<file path="config.mk">
export PLATFORM = sky130hd
export DESIGN_NAME = coproc_issue_ctrl
export DESIGN_NICKNAME = d
export VERILOG_FILES = /design/src/rtl/coproc_issue_ctrl.sv
export SDC_FILE = /design/constraint.sdc
export NUM_CORES = 1
export LEC_CHECK = 0
export CAP_MARGIN = 20
export CORE_MARGIN = 2
export CORE_UTILIZATION = 40
export CTS_CLUSTER_SIZE = 30
export DETAILED_ROUTE_END_ITERATION = 6
export GPL_TIMING_DRIVEN = 0
export PLACE_DENSITY = 0.87
export SLEW_MARGIN = 40
export SYNTH_ARGS = -nofsm -noshare
export SYNTH_HDL_FRONTEND = slang
export SYNTH_SLANG_ARGS = --single-unit
</file>
<file path="constraint.sdc">
create_clock -name clk -period 2.2 [get_ports clk]
set_input_delay 0.66 -clock clk [delete_from_list [all_inputs] [get_ports clk]]
set_output_delay 0.66 -clock clk [all_outputs]
set_load 0.01 [all_outputs]
</file>
<file path="src/rtl/coproc_issue_ctrl.sv">
// coproc_issue_ctrl: issues one EX coprocessor op to the FPU or crypto core, stalls until done/flush/timeout, writes back
module coproc_issue_ctrl #(
  parameter int XLEN = 32,
  parameter int TIMEOUT = 64
) (
  input  logic            clk,
  input  logic            rst_n,
  input  logic            ex_valid,
  input  logic            ex_unit,
  input  logic [3:0]      ex_op,
  input  logic [4:0]      ex_rd,
  input  logic [XLEN-1:0] ex_a,
  input  logic [XLEN-1:0] ex_b,
  input  logic            flush,
  output logic            fpu_start,
  input  logic            fpu_done,
  input  logic [XLEN-1:0] fpu_result,
  output logic            crypto_start,
  input  logic            crypto_done,
  input  logic [XLEN-1:0] crypto_result,
  output logic [3:0]      cp_op,
  output logic [XLEN-1:0] cp_a,
  output logic [XLEN-1:0] cp_b,
  output logic            stall,
  output logic            wb_valid,
  output logic [4:0]      wb_rd,
  output logic [XLEN-1:0] wb_data,
  output logic            timeout_err
);
  localparam int CW = $clog2(TIMEOUT);
  typedef enum logic [1:0] {IDLE, ISSUE, WAIT, WB} state_t;
  state_t          state;
  logic            unit;
  logic [CW-1:0]   cnt;
  logic            sel_done;
  logic [XLEN-1:0] sel_res;
  // only the latched unit's handshake is ever looked at
  assign sel_done     = unit ? crypto_done : fpu_done;
  assign sel_res      = unit ? crypto_result : fpu_result;
  assign fpu_start    = (state == ISSUE) && !unit;
  assign crypto_start = (state == ISSUE) && unit;
  assign stall        = ((state == IDLE) && ex_valid && !flush) || (state == ISSUE) || (state == WAIT);
  always_ff @(posedge clk or negedge rst_n) begin
    if (!rst_n) begin
      state       <= IDLE;
      unit        <= 1'b0;
      cnt         <= '0;
      cp_op       <= '0;
      cp_a        <= '0;
      cp_b        <= '0;
      wb_valid    <= 1'b0;
      wb_rd       <= '0;
      wb_data     <= '0;
      timeout_err <= 1'b0;
    end else begin
      case (state)
        IDLE: if (ex_valid && !flush) begin
          unit  <= ex_unit;
          cp_op <= ex_op;
          wb_rd <= ex_rd;
          cp_a  <= ex_a;
          cp_b  <= ex_b;
          state <= ISSUE;
        end
        ISSUE: begin
          cnt   <= '0;
          state <= flush ? IDLE : WAIT;
        end
        WAIT: if (flush) begin
          state <= IDLE;
        end else if (sel_done) begin
          wb_data  <= sel_res;
          wb_valid <= 1'b1;
          state    <= WB;
        end else if (cnt == CW'(TIMEOUT - 1)) begin
          timeout_err <= 1'b1;
          wb_data     <= '0;
          wb_valid    <= 1'b0;
          state       <= WB;
        end else begin
          cnt <= cnt + 1'b1;
        end
        WB: begin
          wb_valid <= 1'b0;
          state    <= IDLE;
        end
        default: state <= IDLE;
      endcase
    end
  end
endmodule

</file>
==> impl_metrics.json <==
{
  "min_period_ns": 2.13,
  "rsz0062_at_grt": "no",
  "whs_ns": 0.125,
  "outcome": "completed",
  "drv_slew": 0,
  "insertion_delay_ns": 0.40,
  "seqCellArea_um2": 2900,
  "synth_edf_count": 0,
  "skew_ns": 0.00720,
  "syn2layout_area_growth_pct": 70.2,
  "pwr-share-clk_pct": 33.6,
  "synth_warnings": 0,
  "grt_pass1_vias": 4172,
  "min_period_over_period_pct": 96.9,
  "syn_inst": 334,
  "final_common_cell": "clkdlybuf4s50_1",
  "track_usage_pct": 19.9,
  "dieArea_um2": 13100,
  "arrival_ns": 1.47,
  "first_pass_iters": 4,
  "die_y_um": 114,
  "cap_violations": 0,
  "cp-end-kind": "primary output",
  "start_util_pct": 40.7,
  "fin_ws_ns": 0.0688,
  "first_iter_violations": 160,
  "p_sw_share_pct": 25.7,
  "numPortBuffers": 253,
  "hold_class": "input port to asynchronous set/reset pin",
  "core_um2": 12000,
  "drc": 0,
  "finalHoldViolations": 0,
  "async_flop_share_pct": 100,
  "p_int_uw": 6540,
  "worstPathRequired_ns": 1.54,
  "clkSinkCount": 116,
  "grt_max_degree": 78,
  "placed_cells": 735,
  "path_class": "input port to primary output",
  "cp_top_family": "buffers and inverters",
  "wl_um": 12900,
  "power_frac_comb_pct": 31.5,
  "tightest_slew_ns": 0.674,
  "synth.distinct_cells": 36,
  "placed_area_um2": 7620,
  "finalNonFillerCells": 768,
  "fillers": 864,
  "die-width_um": 114,
  "ys_seq_elements": 116,
  "multi_input_area_um2": 1820,
  "routedWlPerCell_um": 16.7,
  "worstPathMaxFanout": 10,
  "dp_slack_ns": -0.778,
  "cp_cell_sequence": "clkdlybuf4s15_2, clkbuf_8, nand2b_1, a21oi_1, buf_2",
  "p_seq_share_pct": 34.9,
  "holdBufCountCts": 0,
  "cts_buffers": 17,
  "root_buffer": "clkbuf_16",
  "ant_nets": 0,
  "setup_viol_count_final": 0,
  "place.gp.congestion": 0.810,
  "clockBufferDepth": 2,
  "grt_pass1_wl_um": 20200,
  "place_hpwl_um": 9970,
  "p_sw_uw": 2270,
  "clock_tree.htree_level_count": 4,
  "timing.fmax_mhz": 469,
  "max_stage_delay_ns": 0.23,
  "vias_per_cell": 4.97,
  "syn_avg_cell_area_um2": 14.6,
  "row_count": 40,
  "ir_drop_v": 0.000613,
  "num_vias": 3815,
  "drive_gt1_share_pct": 13.1,
  "slowest_stage": "clkdlybuf4s15_2",
  "powerDensity_nw_per_um2": 1060,
  "clk_pin_slew_ns": 0.05,
  "io_pins": 254,
  "slew_headroom_pct": 55.1,
  "yosysSeqAreaShare_pct": 59.6,
  "grt.overflow.total": 0,
  "fin_area_um2": 8290,
  "cts_tree": "built",
  "synthFlopType": "dfrtp_1",
  "synth_area_um2": 4870,
  "final_cell_mix": "clkdlybuf4s50_1 (247), dfrtp_1 (116), mux2_1 (53), mux2i_1 (34), o2bb2ai_1 (32)",
  "startpoint_type": "input port",
  "antenna_found_initial": 1,
  "finalNetCount": 752,
  "syn_nets": 479,
  "cp_num_buf_inv": 3,
  "leakagePower_uw": 0.00345
}
==> cell type report <==
type	instances	area share, %
well taps	147	2.22
clock buffers	24	6.06
clock inverters	8	1.75
diodes	1	0.0302
repair buffers	255	31.0
flip-flops and latches	116	35.0
multi-input cells	193	22.0
plain buffers	20	1.77
inverters	4	0.181
==> synth_stat cells (5+ instances only) <==
cell | count | area (µm²)
a21oi_1 | 7 | 35.0
buf_2 | 7 | 35.0
buf_6 | 6 | 67.6
dfrtp_1 | 116 | 2900
mux2_1 | 53 | 597
mux2_2 | 20 | 225
mux2i_1 | 34 | 340
nand2_1 | 7 | 26.3
nand2b_1 | 5 | 31.3
nand3_1 | 5 | 25.0
nor2_1 | 6 | 22.5
o2bb2ai_1 | 32 | 280
==> worst reg2reg max path: stages, from the launching register on <==
cell,delay [ns]
dfrtp_1,0.38
ha_1,0.22
nand2_1,0.14
o21ai_2,0.32
nand2_1,0.19
buf_1,0.28
o2bb2ai_1,0.21
==> worst paths after layout <==
check	cells past startpoint	start	slack (ns)	endpoint
worst min register to register	1	cp_a[5]$_DFFE_PN0P_	0.48	cp_a[5]$_DFFE_PN0P_
min in group clk	1	cp_a[5]$_DFFE_PN0P_	0.48	cp_a[5]$_DFFE_PN0P_
worst max register to register	6	cnt[0]$_DFFE_PN0P_	0.32	wb_data[19]$_DFFE_PN0P_
max in group asynchronous	2	rst_n	1.41	cnt[1]$_DFFE_PN0P_
worst max-delay path	5	flush	0.07	stall
worst min-delay path	1	rst_n	0.12	cp_a[1]$_DFFE_PN0P_
==> flip-flops by register name (all words and copies together), names as in the netlist <==
register,count
timeout_err,1
unit,1
cnt,6
state,2
cp_b,32
cp_op,4
cp_a,32
wb_valid,1
wb_data,32
wb_rd,5
==> per-stage QoR <==
| stage | util (%) | total power [µW] | setup TNS (ns) |
|---|---|---|---|
| 6_report | 69.3 | 8800 | 0 |
| 5_1_grt | 69.2 | 9230 | 0 |
| 4_1_cts | 69.2 | 8920 | 0 |
| 3_5_place_dp | 63.7 | 5900 | -19.88 |
| 3_3_place_gp | 63.4 | 5800 | -454.17 |
| 2_1_floorplan | - | 4130 | 0 |
==> repair_timing <==
item | CTS | global route
gates resized for setup | 17 | 4
setup endpoints to repair | 3 | 3
buffers inserted | 0 | 1
==> power by group through the flow <==
stage / clock (µW) / combinational, µW / sequential [µW]
2_1_floorplan: 0 / 772 / 3360
3_3_place_gp: 0 / 2730 / 3070
3_5_place_dp: 0 / 2800 / 3100
4_1_cts: 3030 / 2810 / 3080
5_1_grt: 3140 / 2950 / 3150
6_report: 2960 / 2770 / 3070
==> kinds of logic after synthesis <==
family / count (synthesis) / share of synthesized area, %
muxes: 109 / 24.7
adders and majority gates: 1 / 0.257
buffers and inverters: 25 / 3.11
AOI/OAI and AO/OA: 51 / 8.35
and+or+nand+nor: 32 / 3.98
DFF: 116 / 59.6
==> layer usage <==
metal	up-vias	share of wire (%)	GRT usage, %
li1	1784	-	-
met1	1881	37	21.1
met2	140	54	36.8
met3	10	7.8	7.41
met4	0	0.75	5.85
met5	-	0	0
(Power assumes the default switching activity.)
